--- config.mk ---
export PLATFORM = sky130hd
export DESIGN_NAME = pmem_loader
export DESIGN_NICKNAME = d
export VERILOG_FILES = /design/src/rtl/pmem_loader.sv
export SDC_FILE = /design/constraint.sdc
export NUM_CORES = 1
export LEC_CHECK = 0
export ABC_CLOCK_PERIOD_IN_PS = 2400
export BUFFER_PORTS_ARGS = -buffer_cell sky130_fd_sc_hd__clkbuf_2
export CAP_MARGIN = 20
export CORE_MARGIN = 3
export CORE_UTILIZATION = 52
export DETAILED_ROUTE_END_ITERATION = 12
export GPL_TIMING_DRIVEN = 0
export PLACE_DENSITY = 0.76
export SLEW_MARGIN = 10
export SYNTH_ARGS = -nofsm -noshare
export SYNTH_HDL_FRONTEND = slang
export SYNTH_SLANG_ARGS = --single-unit
--- constraint.sdc ---
create_clock -name clock -period 2.4 [get_ports clock]
set_input_delay 0.6 -clock clock [delete_from_list [all_inputs] [get_ports clock]]
set_output_delay 0.6 -clock clock [all_outputs]
set_load 0.01 [all_outputs]
--- src/rtl/pmem_loader.sv ---
// Program-memory loader: length-prefixed little-endian byte stream -> 16-bit word writes from address 0.
// Three cycles per word minimum (two byte transfers + one write cycle); ready is low outside header/data states.
module pmem_loader #(
    parameter int WORD_WIDTH = 16,
    parameter int ADDR_WIDTH = 12,
    parameter int NUM_WORDS  = 2048
) (
    input  logic                  clock,
    input  logic                  reset,
    input  logic                  in_start,
    input  logic [7:0]            in_byte,
    input  logic                  in_byte_valid,
    output logic                  out_byte_ready,
    output logic                  out_wr_en,
    output logic [ADDR_WIDTH-1:0] out_wr_addr,
    output logic [WORD_WIDTH-1:0] out_wr_data,
    output logic                  out_busy,
    output logic                  out_done,
    output logic                  out_error,
    output logic [15:0]           out_checksum
);

    localparam int IDX_W = ADDR_WIDTH - 1;
    localparam logic [15:0] MAX_LEN = 16'(NUM_WORDS);

    typedef enum logic [2:0] {
        S_IDLE,
        S_LEN_LO,
        S_LEN_HI,
        S_DAT_LO,
        S_DAT_HI,
        S_WRITE,
        S_DONE,
        S_ERROR
    } state_t;

    state_t r_state;
    state_t w_state_nxt;

    logic                  r_ready;
    logic                  r_busy;
    logic                  r_done;
    logic                  r_error;
    logic                  r_wr_en;
    logic [ADDR_WIDTH-1:0] r_wr_addr;
    logic [WORD_WIDTH-1:0] r_wr_data;
    logic [15:0]           r_checksum;
    logic [15:0]           r_len;
    logic [7:0]            r_lo;
    logic [IDX_W-1:0]      r_idx;

    logic        w_xfer;
    logic        w_start;
    logic [15:0] w_len_full;
    logic [15:0] w_idx_inc;

    assign w_xfer     = in_byte_valid & r_ready;
    assign w_start    = in_start & ((r_state == S_IDLE) | (r_state == S_DONE) | (r_state == S_ERROR));
    assign w_len_full = {in_byte, r_len[7:0]};
    // Widened so that the final index of a full-capacity load does not wrap before the compare.
    assign w_idx_inc  = {{(16-IDX_W){1'b0}}, r_idx} + 16'd1;

    always_comb begin
        w_state_nxt = r_state;
        case (r_state)
            S_IDLE, S_DONE, S_ERROR: begin
                if (in_start) begin
                    w_state_nxt = S_LEN_LO;
                end
            end
            S_LEN_LO: begin
                if (w_xfer) begin
                    w_state_nxt = S_LEN_HI;
                end
            end
            S_LEN_HI: begin
                if (w_xfer) begin
                    if (w_len_full == 16'd0) begin
                        w_state_nxt = S_DONE;
                    end else if (w_len_full > MAX_LEN) begin
                        w_state_nxt = S_ERROR;
                    end else begin
                        w_state_nxt = S_DAT_LO;
                    end
                end
            end
            S_DAT_LO: begin
                if (w_xfer) begin
                    w_state_nxt = S_DAT_HI;
                end
            end
            S_DAT_HI: begin
                if (w_xfer) begin
                    w_state_nxt = S_WRITE;
                end
            end
            S_WRITE: begin
                if (w_idx_inc == r_len) begin
                    w_state_nxt = S_DONE;
                end else begin
                    w_state_nxt = S_DAT_LO;
                end
            end
            default: begin
                w_state_nxt = S_IDLE;
            end
        endcase
    end

    // Status outputs are decoded from the next state so they are registered and line up with r_state.
    always_ff @(posedge clock) begin
        if (reset) begin
            r_state <= S_IDLE;
            r_ready <= 1'b0;
            r_busy  <= 1'b0;
            r_done  <= 1'b0;
            r_error <= 1'b0;
            r_wr_en <= 1'b0;
        end else begin
            r_state <= w_state_nxt;
            r_ready <= (w_state_nxt == S_LEN_LO) | (w_state_nxt == S_LEN_HI) |
                       (w_state_nxt == S_DAT_LO) | (w_state_nxt == S_DAT_HI);
            r_busy  <= (w_state_nxt == S_LEN_LO) | (w_state_nxt == S_LEN_HI) |
                       (w_state_nxt == S_DAT_LO) | (w_state_nxt == S_DAT_HI) |
                       (w_state_nxt == S_WRITE);
            r_done  <= (w_state_nxt == S_DONE);
            r_error <= (w_state_nxt == S_ERROR);
            r_wr_en <= (w_state_nxt == S_WRITE);
        end
    end

    always_ff @(posedge clock) begin
        if (reset) begin
            r_wr_addr  <= '0;
            r_wr_data  <= '0;
            r_checksum <= '0;
            r_len      <= '0;
            r_lo       <= '0;
            r_idx      <= '0;
        end else begin
            if (w_start) begin
                r_checksum <= '0;
                r_idx      <= '0;
            end
            case (r_state)
                S_LEN_LO: begin
                    if (w_xfer) begin
                        r_len[7:0] <= in_byte;
                    end
                end
                S_LEN_HI: begin
                    if (w_xfer) begin
                        r_len[15:8] <= in_byte;
                    end
                end
                S_DAT_LO: begin
                    if (w_xfer) begin
                        r_lo <= in_byte;
                    end
                end
                S_DAT_HI: begin
                    // Address and data are staged here so they are stable for the whole write cycle.
                    if (w_xfer) begin
                        r_wr_data <= {in_byte, r_lo};
                        r_wr_addr <= {r_idx, 1'b0};
                    end
                end
                S_WRITE: begin
                    r_checksum <= r_checksum + r_wr_data;
                    r_idx      <= r_idx + 1'b1;
                end
                default: begin
                end
            endcase
        end
    end

    assign out_byte_ready = r_ready;
    assign out_wr_en      = r_wr_en;
    assign out_wr_addr    = r_wr_addr;
    assign out_wr_data    = r_wr_data;
    assign out_busy       = r_busy;
    assign out_done       = r_done;
    assign out_error      = r_error;
    assign out_checksum   = r_checksum;

endmodule
* Word-level counts from Yosys, hierarchy flattened
Index checks and enable logic that the tools add are counted.
** Operators by class
- Add/sub/neg operators :: 3
- Bitwise operators :: 8
- Muxes and demuxes :: 13
- Equality and inequality tests :: 15
- Reduce and logical (&&, ||, !) cells :: 8
- $lt $le $gt $ge :: 1
** Operators by type and width (number)
- $mux W16 :: 2
- $eq A3 B3 Y1 const B :: 8
- $mux W3 :: 8
- $mux W11 :: 2
- $pmux W3 S6 :: 1
- $add A16 B16 Y16 :: 1
- $eq A12 B16 Y1 :: 1
- $gt A16 B12 Y1 const B :: 1
- $logic_not A16 Y1 :: 1
- $add A11 B1 Y12 const B :: 1
- $eq A3 B2 Y1 const B :: 4
- $add A11 B1 Y11 const B :: 1
- $reduce_and A2 Y1 :: 4
- $eq A3 B1 Y1 const B :: 2
- $or A1 B1 Y1 :: 6
- $logic_not A3 Y1 :: 1
- $reduce_or A3 Y1 :: 1
- $and A1 B1 Y1 :: 2
- $reduce_bool A2 Y1 :: 1
** Word-level totals
- Logic and storage cells :: 61
- Register bits :: 86
- Input bits :: 12
- Output and inout port bits :: 49

* Longest topological paths before layout
- Word-level depth :: 10
- Mapped depth :: 9
- Depth with buffers taken out :: 9

* Worst setup path before layout
OpenSTA, ideal clock, no wires.
- Path type :: flip-flop to flip-flop
- Start :: register r_wr_data[1], in the netlist out_wr_data[1]
- End :: register r_checksum[15], in the netlist out_checksum[15]
- Clock period less this slack :: 2.321 ns
- Stages on the path, launching flop included :: 9
- Buffers on the path :: 0
- Arrival :: 2.199 ns
- Required time :: 2.278 ns
- Library setup time :: 0.122 ns
- Path slack :: 0.079 ns
- Cell sequence :: dfxtp_1 > ha_1 > a211oi_1 > o21ai_0 > a41oi_1 > o31ai_1 > o41ai_1 > nor3_1 > o32a_1
** On the way
- Longest elaborated chain between the ends :: 2
** RTL lines
- start: declaration :: RTL line 46 : logic [WORD_WIDTH-1:0] r_wr_data;
- start signal: assignment :: RTL line 164 : r_wr_data <= {in_byte, r_lo};
- $add A16 B16 Y16 :: RTL line 169 : r_checksum <= r_checksum + r_wr_data;
- $mux W16 :: RTL line 145 : case (r_state)
- end signal: assignment :: RTL line 169
- end: declaration :: RTL line 47 : logic [15:0] r_checksum;
No other way between the ends.
A chain may end at the register's enable or synchronous reset.

* Final worst setup path
- Start :: register r_checksum[0], in the netlist out_checksum[0]
- End :: register r_checksum[12], in the netlist out_checksum[12]
** On the way
- Longest elaborated chain between the ends :: 2
** RTL lines (RTL line)
- $add A16 B16 Y16 :: 169
- $mux W16 :: 145
No other way between the ends.

==> metrics <==
Filler Cells Inserted slightly below 700; # clock sinks 86; CTS Buffer Depth 2; CP Data Required Time 2.66 ns; Clock power frac 0.391; register area share after synthesis 0.395; most instantiated cells after synthesis 86 x dfxtp_1, 67 x nand2_1, 62 x nor2_1; Internal approximately 2.0 mW; clock tree root driver cell clkbuf_8; power share of the sequential group 0.546; Slew Viols, Final 0; Finished Layout Cells 711; Cell Area, Synth 4360 um^2; initial core utilization 0.550; asr flop ratio synth 0; Highest Signal Layer met4; final setup violation count 0; synth-to-layout area growth 18.8%; pwr dens roughly 500 nW/um^2; placed cells about 690; CP Max Fanout 3; DPL Wire Length around 8400 um; Yosys reg bits 86; CTS tree yes; IO Count around 60; worst rel slew slack 0.542; post-layout util 0.654; total wire length roughly 12000 um; Synth Flop Type dfxtp_1; vias in the first global route just under 4k; antenna violations before repair 0; unrepaired setup endpoints after global routing yes; outcome completed; post-route ant nets 0; Logic pwr share 0.063; fmax about 420 MHz; number of max-cap violations 0; Final Cycle Share 0.985; clk_skew 0.0106 ns; YS warnings 0; share of the synthesized area in the top cell type 0.395; Switch Pwr 0.644 mW; layout cells sized above 1 0.204; Min-Delay Path Class reg2reg; R2R depth 9; M1 WL roughly 5400 um; die area approximately 9500 um^2; GP Congestion between 0.9 and 1; DRC viols 0; FP Rows 32; gr ovfl total 0; largest net degree at the start of global routing 14; global-route wire length before repair 19300 um; ANT cells 0; clock-pin slew on the worst setup and hold paths about 0.090 ns; final hold violation count 0; vias per cell 5.99; port buffer count 59; worst slew pin tran roughly 0.69 ns; top cells by area, synth dfxtp_1 39%, a21oi_1 6.8%, mux2i_1 6.0%, nand2_1 5.8%, nor2_1 5.3%; Switching Fraction 0.244; H-tree levels 3; Arrival @ worst endpoint between 2 and 3 ns; Die H 97.6 um; Critical Path Source Type flip-flop; R2R setup slack between 0.03 and 0.04 ns; WL/cell roughly 17 um; metal3 WL roughly 650 um; Mapped Cells 526; clk_lat worst skew 0.35 ns; gr usage total 0.248; drt pass-1 iters 5; min Tclk post-route approximately 2.4 ns; area leader, netlist dfxtp_1; critical path type reg2reg; met2 WL roughly 5700 um; chip width 97.6 um; synth unique cells 59; Vias approximately 4.3k; hold depth 2; count leader, synth dfxtp_1; initial DRC count approximately 260; syn_area_per_cell slightly above 8 um^2; Layout Nets 633; Critical Path Sink Type flip-flop; EDFF count, synth 0; CTS buffer count 9; CORE AREA 7930 um^2; post-synth net total approximately 560; Pleak around 2.1 nW; VDD IR max approximately 0.35 mV
-- per-layer routing --
layer,global-route usage,vias up
met3,0.0452,32
met2,0.391,167
met4,0.0969,0
met1,0.336,2040
met5,0,-
li1,-,2017
-- worst paths after layout --
path | from | to
max | out_checksum[0] | out_checksum[12]
max reg2reg | out_checksum[0] | out_checksum[12]
min reg2reg | r_lo[3] | out_wr_data[3]
min | r_lo[3] | out_wr_data[3]
-- cells by family after synthesis --
family	share of synthesized area
compound gates	0.175
xor+xnor	0.0502
fa+ha+maj	0.0505
buf+inv	0.0356
flops	0.395
mux	0.0597
other cells	0.000860
simple gates	0.234
-- cells in the final DEF, fill, tap and decap left out, drive strengths merged, types with 3 or more instances in the layout --
cell type and instances:
or4 4, a21o 3, o311ai 3, xnor2 17
o31a 3, clkbuf 96, nor3b 4, inv 4
mux2i 26, or3 3, nand2 67, nor2 62
nor3 20, and2 6, xor2 8, o21a 3
o31ai 4, nand3 13, nand4 4, and3 7
o21ai 21, a22oi 14, buf 18, nor2b 4
ha 16, a21oi 59, dfxtp 86, a31oi 4
-- metrics by stage --
step                      TNS, ns  cell area [um^2]  total power, mW  worst slack, ns  hold slack [ns]
final                           0              5180             2.64           0.0354            0.457
after detailed placement    -2.92              4780             1.64           -0.313            0.448
after CTS                       0              5090             2.64          0.00758            0.459
after floorplan                 0              4360             1.57           0.0791            0.432
after global routing       -0.176              5180             2.73          -0.0396            0.479
after global placement      -2.11              4780             1.63           -0.266            0.443
-- registers in the layout, summed over array words and instances (netlist names), 3 cells and up --
name          flops
out_wr_data      16
out_checksum     16
r_len            16
r_lo              8
r_idx            11
r_state           3
out_wr_addr      11
-- final cells by class --
class	instances	area, um^2	share of cell area
flip-flops and latches	86	1740	0.335
clock inverters	3	43.8	0.00845
well taps	102	128	0.0246
plain buffers	33	168	0.0324
clock buffers	13	149	0.0287
repair buffers	68	363	0.0700
multi-input cells	402	2580	0.498
inverters	4	15.0	0.00290
-- power groups by stage --
stage | logic (mW) | registers [mW] | clock network (mW)
2_1_floorplan | 0.0954 | 1.48 | 0
3_3_place_gp | 0.156 | 1.48 | 0
3_5_place_dp | 0.160 | 1.48 | 0
4_1_cts | 0.161 | 1.44 | 1.04
5_1_grt | 0.181 | 1.44 | 1.10
6_report | 0.167 | 1.44 | 1.03
-- repair_timing --
item / 4_1_cts / 5_1_grt
setup buffers: 4 / 5
gates resized for setup: 26 / 18
hold buffers: 0 / 0
pin swaps: 6 / 11
setup endpoints to repair: 20 / 20
gates cloned: 0 / 0
-- critical path: stages (launching register included) --
cell and delay, ns:
dfxtp_4 0.37, ha_4 0.16, fa_2 0.22, a21o_1 0.16, a211oi_2 0.09, o21a_1 0.21
or4_4 0.53, and3b_1 0.19, xnor2_1 0.12, a32o_1 0.21
(Power assumes the default switching activity.)
